===== src/rtl/mask_pkg.sv =====
`default_nettype none
// ---------------------------------------------------------------------------
// mask_pkg : mode encodings, RGB444 pixel type and the mask operation.
// Revision : 1.0
// ---------------------------------------------------------------------------
package mask_pkg;

  localparam logic [1:0] MODE_PASS = 2'd0;
  localparam logic [1:0] MODE_AND  = 2'd1;
  localparam logic [1:0] MODE_INV  = 2'd2;
  localparam logic [1:0] MODE_KEY  = 2'd3;

  typedef logic [11:0] rgb444_t;

  function automatic rgb444_t apply_mask(input logic [1:0] mode, input rgb444_t img,
                                         input logic m, input rgb444_t key);
    rgb444_t res;
    res = img;
    case (mode)
      MODE_AND: res = m ? img : 12'h000;
      MODE_INV: res = m ? ~img : img;
      MODE_KEY: res = m ? key : img;
      default:  res = img;
    endcase
    return res;
  endfunction

endpackage
`default_nettype wire


===== src/rtl/mask_pixel_source_if.sv =====
`default_nettype none
// ---------------------------------------------------------------------------
// mask_pixel_source_if : control, memory and pixel-stream signals of the source.
// Revision : 1.0
// ---------------------------------------------------------------------------
interface mask_pixel_source_if #(
  parameter int ADDR_W = 15
);
  import mask_pkg::*;

  logic              start;
  logic [1:0]        mode;
  rgb444_t           key_colour;
  logic              busy;
  logic              done;
  logic [ADDR_W-1:0] mem_addr;
  logic              mem_rd;
  rgb444_t           img_data;
  logic              mask_data;
  logic              out_valid;
  logic              out_ready;
  rgb444_t           out_pixel;
  logic              out_sof;
  logic              out_eol;

  modport master (
    input  start, mode, key_colour, img_data, mask_data, out_ready,
    output busy, done, mem_addr, mem_rd, out_valid, out_pixel, out_sof, out_eol
  );

  modport slave (
    output start, mode, key_colour, img_data, mask_data, out_ready,
    input  busy, done, mem_addr, mem_rd, out_valid, out_pixel, out_sof, out_eol
  );

endinterface
`default_nettype wire


===== src/rtl/pixel_skid_fifo.sv =====
`default_nettype none
// ---------------------------------------------------------------------------
// pixel_skid_fifo : 2-entry FIFO absorbing read data while the sink stalls.
// Revision : 1.0
// ---------------------------------------------------------------------------
module pixel_skid_fifo #(
  parameter int DATA_W = 14
) (
  input  logic              clk,
  input  logic              rst_n,
  input  logic              push_i,
  input  logic [DATA_W-1:0] data_i,
  input  logic              pop_i,
  output logic [DATA_W-1:0] data_o,
  output logic              valid_o,
  output logic [1:0]        count_o
);

  logic [DATA_W-1:0] mem_q [2];
  logic              wr_ptr_q;
  logic              rd_ptr_q;
  logic [1:0]        count_q;

  always_ff @(posedge clk or negedge rst_n) begin
    if (!rst_n) begin
      mem_q[0] <= '0;
      mem_q[1] <= '0;
      wr_ptr_q <= 1'b0;
      rd_ptr_q <= 1'b0;
      count_q  <= 2'd0;
    end else begin
      if (push_i) begin
        mem_q[wr_ptr_q] <= data_i;
        wr_ptr_q        <= ~wr_ptr_q;
      end
      if (pop_i) begin
        rd_ptr_q <= ~rd_ptr_q;
      end
      count_q <= count_q + {1'b0, push_i} - {1'b0, pop_i};
    end
  end

  assign data_o  = mem_q[rd_ptr_q];
  assign valid_o = (count_q != 2'd0);
  assign count_o = count_q;

endmodule
`default_nettype wire


===== src/rtl/mask_pixel_source.sv =====
`default_nettype none
// ---------------------------------------------------------------------------
// mask_pixel_source : raster-walks a stored frame, masks it, streams RGB444.
// Revision : 1.0
// ---------------------------------------------------------------------------
module mask_pixel_source
  import mask_pkg::*;
#(
  parameter int IMG_W  = 160,
  parameter int IMG_H  = 120,
  parameter int ADDR_W = 15
) (
  input  logic                clk,
  input  logic                rst_n,
  mask_pixel_source_if.master bus
);

  localparam int XW = (IMG_W > 1) ? $clog2(IMG_W) : 1;
  localparam int YW = (IMG_H > 1) ? $clog2(IMG_H) : 1;
  localparam logic [ADDR_W-1:0] LAST_ADDR = ADDR_W'(IMG_W * IMG_H - 1);
  localparam logic [XW-1:0]     LAST_X    = XW'(IMG_W - 1);
  localparam logic [YW-1:0]     LAST_Y    = YW'(IMG_H - 1);

  typedef enum logic [1:0] {
    IDLE  = 2'd0,
    RUN   = 2'd1,
    DRAIN = 2'd2
  } state_e;

  state_e            state_q, state_d;
  logic [ADDR_W-1:0] addr_q;
  logic [XW-1:0]     x_q;
  logic [YW-1:0]     y_q;
  logic [1:0]        mode_q;
  rgb444_t           key_q;
  logic              inflight_q;
  logic              sof_tag_q;
  logic              eol_tag_q;
  logic              busy_q;
  logic              done_q;

  logic              w_rd;
  logic              w_accept;
  logic              w_finish;
  logic              w_pop;
  logic              w_fifo_valid;
  logic [1:0]        w_occ;
  logic [2:0]        w_level;
  logic [13:0]       w_fifo_wdata;
  logic [13:0]       w_fifo_rdata;

  // Slots committed after this cycle: stored + returning - leaving. Keeping
  // this below 2 guarantees every returning word has a FIFO slot.
  assign w_pop   = w_fifo_valid && bus.out_ready;
  assign w_level = {1'b0, w_occ} + {2'b00, inflight_q} - {2'b00, w_pop};
  assign w_rd    = (state_q == RUN) && (w_level < 3'd2);

  always_comb begin
    state_d  = state_q;
    w_accept = 1'b0;
    w_finish = 1'b0;
    case (state_q)
      IDLE: begin
        // done_q blocks a start arriving together with the done pulse
        if (bus.start && !done_q) begin
          w_accept = 1'b1;
          state_d  = RUN;
        end
      end
      RUN: begin
        if (w_rd && (addr_q == LAST_ADDR)) begin
          state_d = DRAIN;
        end
      end
      DRAIN: begin
        if (!inflight_q && ((w_occ - {1'b0, w_pop}) == 2'd0)) begin
          w_finish = 1'b1;
          state_d  = IDLE;
        end
      end
      default: state_d = IDLE;
    endcase
  end

  always_ff @(posedge clk or negedge rst_n) begin
    if (!rst_n) begin
      state_q    <= IDLE;
      addr_q     <= '0;
      x_q        <= '0;
      y_q        <= '0;
      mode_q     <= MODE_PASS;
      key_q      <= '0;
      inflight_q <= 1'b0;
      sof_tag_q  <= 1'b0;
      eol_tag_q  <= 1'b0;
      busy_q     <= 1'b0;
      done_q     <= 1'b0;
    end else begin
      state_q    <= state_d;
      inflight_q <= w_rd;
      done_q     <= w_finish;
      if (w_accept) begin
        mode_q <= bus.mode;
        key_q  <= bus.key_colour;
        addr_q <= '0;
        x_q    <= '0;
        y_q    <= '0;
        busy_q <= 1'b1;
      end else if (w_finish) begin
        busy_q <= 1'b0;
      end
      if (w_rd) begin
        sof_tag_q <= (x_q == '0) && (y_q == '0);
        eol_tag_q <= (x_q == LAST_X);
        addr_q    <= addr_q + 1'b1;
        if (x_q == LAST_X) begin
          x_q <= '0;
          y_q <= (y_q == LAST_Y) ? '0 : y_q + 1'b1;
        end else begin
          x_q <= x_q + 1'b1;
        end
      end
    end
  end

  assign w_fifo_wdata = {apply_mask(mode_q, bus.img_data, bus.mask_data, key_q),
                         sof_tag_q, eol_tag_q};

  pixel_skid_fifo #(
    .DATA_W (14)
  ) u_skid (
    .clk     (clk),
    .rst_n   (rst_n),
    .push_i  (inflight_q),
    .data_i  (w_fifo_wdata),
    .pop_i   (w_pop),
    .data_o  (w_fifo_rdata),
    .valid_o (w_fifo_valid),
    .count_o (w_occ)
  );

  assign bus.busy      = busy_q;
  assign bus.done      = done_q;
  assign bus.mem_addr  = addr_q;
  assign bus.mem_rd    = w_rd;
  assign bus.out_valid = w_fifo_valid;
  assign bus.out_pixel = w_fifo_rdata[13:2];
  assign bus.out_sof   = w_fifo_rdata[1];
  assign bus.out_eol   = w_fifo_rdata[0];

endmodule
`default_nettype wire


===== src/flat_wrapper.sv =====
// flat-port wrapper written by rule: the top's interface ports become plain ports
module mask_pixel_source_flat import mask_pkg::*;
#(
  parameter int IMG_W  = 160,
  parameter int IMG_H  = 120,
  parameter int ADDR_W = 15
)
  (clk, rst_n, bus_start, bus_mode, bus_key_colour, bus_img_data, bus_mask_data, bus_out_ready, bus_busy, bus_done, bus_mem_addr, bus_mem_rd, bus_out_valid, bus_out_pixel, bus_out_sof, bus_out_eol);
  mask_pixel_source_if #(.ADDR_W(ADDR_W)) bus_i ();
  input  logic clk;
  input  logic rst_n;
  input wire logic [$bits(bus_i.start)-1:0] bus_start;
  input wire logic [$bits(bus_i.mode)-1:0] bus_mode;
  input wire logic [$bits(bus_i.key_colour)-1:0] bus_key_colour;
  input wire logic [$bits(bus_i.img_data)-1:0] bus_img_data;
  input wire logic [$bits(bus_i.mask_data)-1:0] bus_mask_data;
  input wire logic [$bits(bus_i.out_ready)-1:0] bus_out_ready;
  output wire logic [$bits(bus_i.busy)-1:0] bus_busy;
  output wire logic [$bits(bus_i.done)-1:0] bus_done;
  output wire logic [$bits(bus_i.mem_addr)-1:0] bus_mem_addr;
  output wire logic [$bits(bus_i.mem_rd)-1:0] bus_mem_rd;
  output wire logic [$bits(bus_i.out_valid)-1:0] bus_out_valid;
  output wire logic [$bits(bus_i.out_pixel)-1:0] bus_out_pixel;
  output wire logic [$bits(bus_i.out_sof)-1:0] bus_out_sof;
  output wire logic [$bits(bus_i.out_eol)-1:0] bus_out_eol;
  assign bus_i.start = bus_start;
  assign bus_i.mode = bus_mode;
  assign bus_i.key_colour = bus_key_colour;
  assign bus_i.img_data = bus_img_data;
  assign bus_i.mask_data = bus_mask_data;
  assign bus_i.out_ready = bus_out_ready;
  assign bus_busy = bus_i.busy;
  assign bus_done = bus_i.done;
  assign bus_mem_addr = bus_i.mem_addr;
  assign bus_mem_rd = bus_i.mem_rd;
  assign bus_out_valid = bus_i.out_valid;
  assign bus_out_pixel = bus_i.out_pixel;
  assign bus_out_sof = bus_i.out_sof;
  assign bus_out_eol = bus_i.out_eol;
  mask_pixel_source #(.IMG_W(IMG_W), .IMG_H(IMG_H), .ADDR_W(ADDR_W)) u_core (.clk(clk), .rst_n(rst_n), .bus(bus_i));
endmodule

===== config.mk =====
export PLATFORM = sky130hd
export DESIGN_NAME = mask_pixel_source_flat
export DESIGN_NICKNAME = d
export VERILOG_FILES = /design/src/rtl/mask_pkg.sv /design/src/rtl/mask_pixel_source_if.sv /design/src/rtl/pixel_skid_fifo.sv /design/src/rtl/mask_pixel_source.sv /design/src/flat_wrapper.sv
export SDC_FILE = /design/constraint.sdc
export NUM_CORES = 1
export LEC_CHECK = 0
export ABC_AREA = 0
export ABC_CLOCK_PERIOD_IN_PS = 3750
export BUFFER_PORTS_ARGS = -buffer_cell sky130_fd_sc_hd__buf_2
export CAP_MARGIN = 20
export CORE_ASPECT_RATIO = 1.2
export CORE_MARGIN = 2
export CORE_UTILIZATION = 40
export CTS_CLUSTER_DIAMETER = 30
export DETAILED_ROUTE_END_ITERATION = 10
export SLEW_MARGIN = 20
export SYNTH_ARGS = -nofsm -noshare
export SYNTH_HDL_FRONTEND = slang
export SYNTH_SLANG_ARGS = --single-unit

===== constraint.sdc =====
create_clock -name clk -period 3.75 [get_ports clk]
set_input_delay 0.1875 -clock clk [delete_from_list [all_inputs] [get_ports clk]]
set_output_delay 0.1875 -clock clk [all_outputs]
set_load 0.01 [all_outputs]

==> reports/qor.txt <==
Via count - 3455
Fin. Hold Viols - 0
Final Critical Period - 3.43 ns
Total global-route track usage - 16.3%
Pwr Density - 694 nW/um^2
CP Max Fanout - 15
Max-slew headroom - 42.2%
Layout cells sized above 1 - 21.5%
Sink Count - 83
Clk root buf - clkbuf_16
Fin. max-slew vios - 0
Seq/Total Area, Yosys - 46.6%
Clock buffer depth - 2
Final wirelength - 9.31 mm
H-tree depth - 3
CTS Buf Count - 9
Final ANT Viol Nets - 0
Number of max-cap violations - 0
Fillcell total - 1041
Worst hold slack - 0.0416 ns
# diodes - 0
Req. time, crit path - 3.56 ns
Final clock period utilization by the worst path - 91.5%
Top-area cell type share of the netlist area - 46.6%
Post-synth EDFFs - 0
CTS tree - done
Setup-failing EPs final - 0
Synth area leader - dfrtp_1
Routability cong. - 0.778
Crit path cell chain - or2_2 -> and2_1 -> ha_1 -> inv_1 -> ha_1 -> inv_1 -> fa_1 -> and3b_2 -> nand2_2 -> inv_2 -> buf_2
HPWL after detailed placement - 6.62 mm
Worst EP arrival - 3.24 ns
Global route total overflow - 0
Worst Path Buf+Inv - 4
Cell count after synthesis - 454
RSZ-0062 raised after global routing - no
Slew @ Worst Pin - 0.868 ns
Die W - 100 um
First-pass GRT wire length - 15.6 mm
Clk_skew - 0.00697 ns
Multi-input gate area - 2230 sq um
Area Overhead vs Synth - 15.4%
Initial antenna violation count - 0
Async S/R FF share, synth - 100%
Status - completed
Crit end category - primary output
Post-synth top flop - dfrtp_1
P_leak - 2.46 nW
Number of synthesized register bits - 83
Core ar. - 10900 sq um
Synth warn - 0
Synth Area per Inst - 9.82 sq um
Ranking of synthesized cells by area - dfrtp_1, nand2_1, mux2_2
Residual DRC - 0
I/O pin count - 64
Critical path class - flip-flop to primary output
Setup TNS - 0 ns
Die area - 12000 sq um
Initial core utilization - 40.8%
Largest net degree at the start of global routing - 84
FF+latch area - 2080 sq um
CP top delay family - adder cells
Clock Pin Slew Worst Setup and Hold Paths - 0.06 ns
Die H - 120 um
DRT Pass-1 Iters - 4
Worst-Skew Late Latency - 0.33 ns
Syn Nets - 505
Worst path slowest cell - fa_1
Count of different cell masters after synthesis - 58
Hold Path Class - primary input to flip-flop
Crit start category - flip-flop
Num rows - 42
VDD IR-drop max - 0.414 mV
Max Freq - 291 MHz
Port Buffer Count - 63
Mapped Area - 4460 sq um
Largest stage delay on the critical path - 0.52 ns
Vias in the first global route - 3200
Initial DRC Count - 176
Final net count - 558
Routed vias/inst - 5.36
Post-DR wirelength/cell - 14.5 um
flip-flops by register name (all words and copies together), names as in the netlist:
name	cells
u_core.x_q	8
u_core.mode_q	2
u_core.state_q	2
u_core.u_skid.rd_ptr_q	1
u_core.u_skid.count_o	2
u_core.sof_tag_q	1
u_core.u_skid.wr_ptr_q	1
u_core.key_q	12
u_core.eol_tag_q	1
u_core.inflight_q	1
u_core.bus.busy	1
u_core.bus.mem_addr	15
u_core.y_q	7
u_core.bus.done	1
u_core.u_skid.mem_q	28
through the flow:
stage | std cells | cell area (sq um) | setup slack [ns] | total power [mW] | utilization (%)
6_report | 644 | 5140 | 0.318 | 3.57 | 47.1
3_3_place_gp | 627 | 4850 | 0.485 | 2.72 | 44.3
3_5_place_dp | 627 | 4850 | 0.326 | 2.77 | 44.3
5_1_grt | 644 | 5140 | 0.110 | 3.87 | 47.1
4_1_cts | 643 | 5120 | 0.0966 | 3.60 | 46.8
2_1_floorplan | 454 | 4460 | 0.783 | 2.37 | -
timing repair:
item / in CTS / in global routing
hold endpoints to repair: 0 / 80
setup endpoints to repair: 0 / 1
setup buffers: 0 / 0
hold buffers: 0 / 1
resized for setup: 0 / 2
cell type report:
cell class / count / share of cell area [%]
Tap cell: 132 / 3.21
Multi-Input combinational cell: 334 / 43.4
Timing Repair Buffer: 66 / 6.74
Inverter: 13 / 0.949
Clock buffer: 14 / 5.13
Sequential cell: 83 / 40.4
Clock inverter: 2 / 0.195
metal layers:
layer,track usage [%],part of all wire [%],vias up
met5,0,0,-
met4,5.65,1.4,0
met3,3.20,2.7,11
met2,25.9,48,43
met1,22.1,48,1662
li1,-,-,1739
cell families after synthesis:
logic type | synth area share [%]
AO/OA/AOI/OAI | 13.6
XOR/XNOR | 1.18
adder cells (fa/ha/maj) | 5.78
buffers and inverters | 3.56
flip-flops | 46.6
multiplexers | 7.89
AND/OR/NAND/NOR | 21.4
cells in the final DEF (no fill, tap or decap), drive strengths merged, types with 3 or more instances in the layout:
master,n
clkbuf,14
and2,3
nand4,8
a21boi,9
inv,13
nand2,94
or4,4
ha,19
o31ai,9
and3,7
dfrtp,83
nor3b,4
o211ai,6
nand3,24
mux2i,7
a21oi,3
nor2,6
a221oi,8
o21a,4
and4,4
xor2,4
o21ai,33
nand3b,3
a211oi,3
a21o,4
mux2,23
nor2b,5
nand2b,10
buf,65
final timing paths:
path | cells past startpoint | start | end | slack (ns)
min | 3 | bus_mode[1] | u_core.mode_q[1] | 0.04
max in group asynchronous | 2 | rst_n | u_core.x_q[4] | 2.76
max reg2reg | 11 | u_core.u_skid.count_o[1] | u_core.y_q[3] | 0.34
min reg2reg | 2 | u_core.key_q[10] | u_core.key_q[10] | 0.47
max | 11 | u_core.u_skid.count_o[1] | bus_mem_rd | 0.32
min in group asynchronous | 2 | rst_n | u_core.u_skid.mem_q[7] | 0.45
worst register-to-register path, stage by stage (launching register included):
cell     delay [ns]
dfrtp_1        0.47
or2_2          0.33
and2_1         0.19
ha_1           0.29
inv_1          0.06
ha_1           0.13
inv_1          0.05
fa_1           0.52
and3b_2        0.25
and4_1         0.52
mux2_2         0.39
mux2i_1        0.12
synth_stat cells, types with 5 or more instances:
master    count
nand2_1      94
dfrtp_1      83
o21ai_0      31
nand3_1      24
mux2_2       22
ha_1         19
clkbuf_1     16
inv_1        12
nand2b_1     10
a21boi_0      9
o31ai_1       9
a221oi_1      8
nand4_1       8
and3_1        7
mux2i_1       7
nor2_1        6
nor2b_1       5
o211ai_1      5
power by group:
group	total (mW)	internal, mW	switching, mW
Clock	0.807	0.483	0.324
Sequential	1.42	1.16	0.251
Combinational	1.35	0.600	0.747
Power figures use the tool's default switching activity.
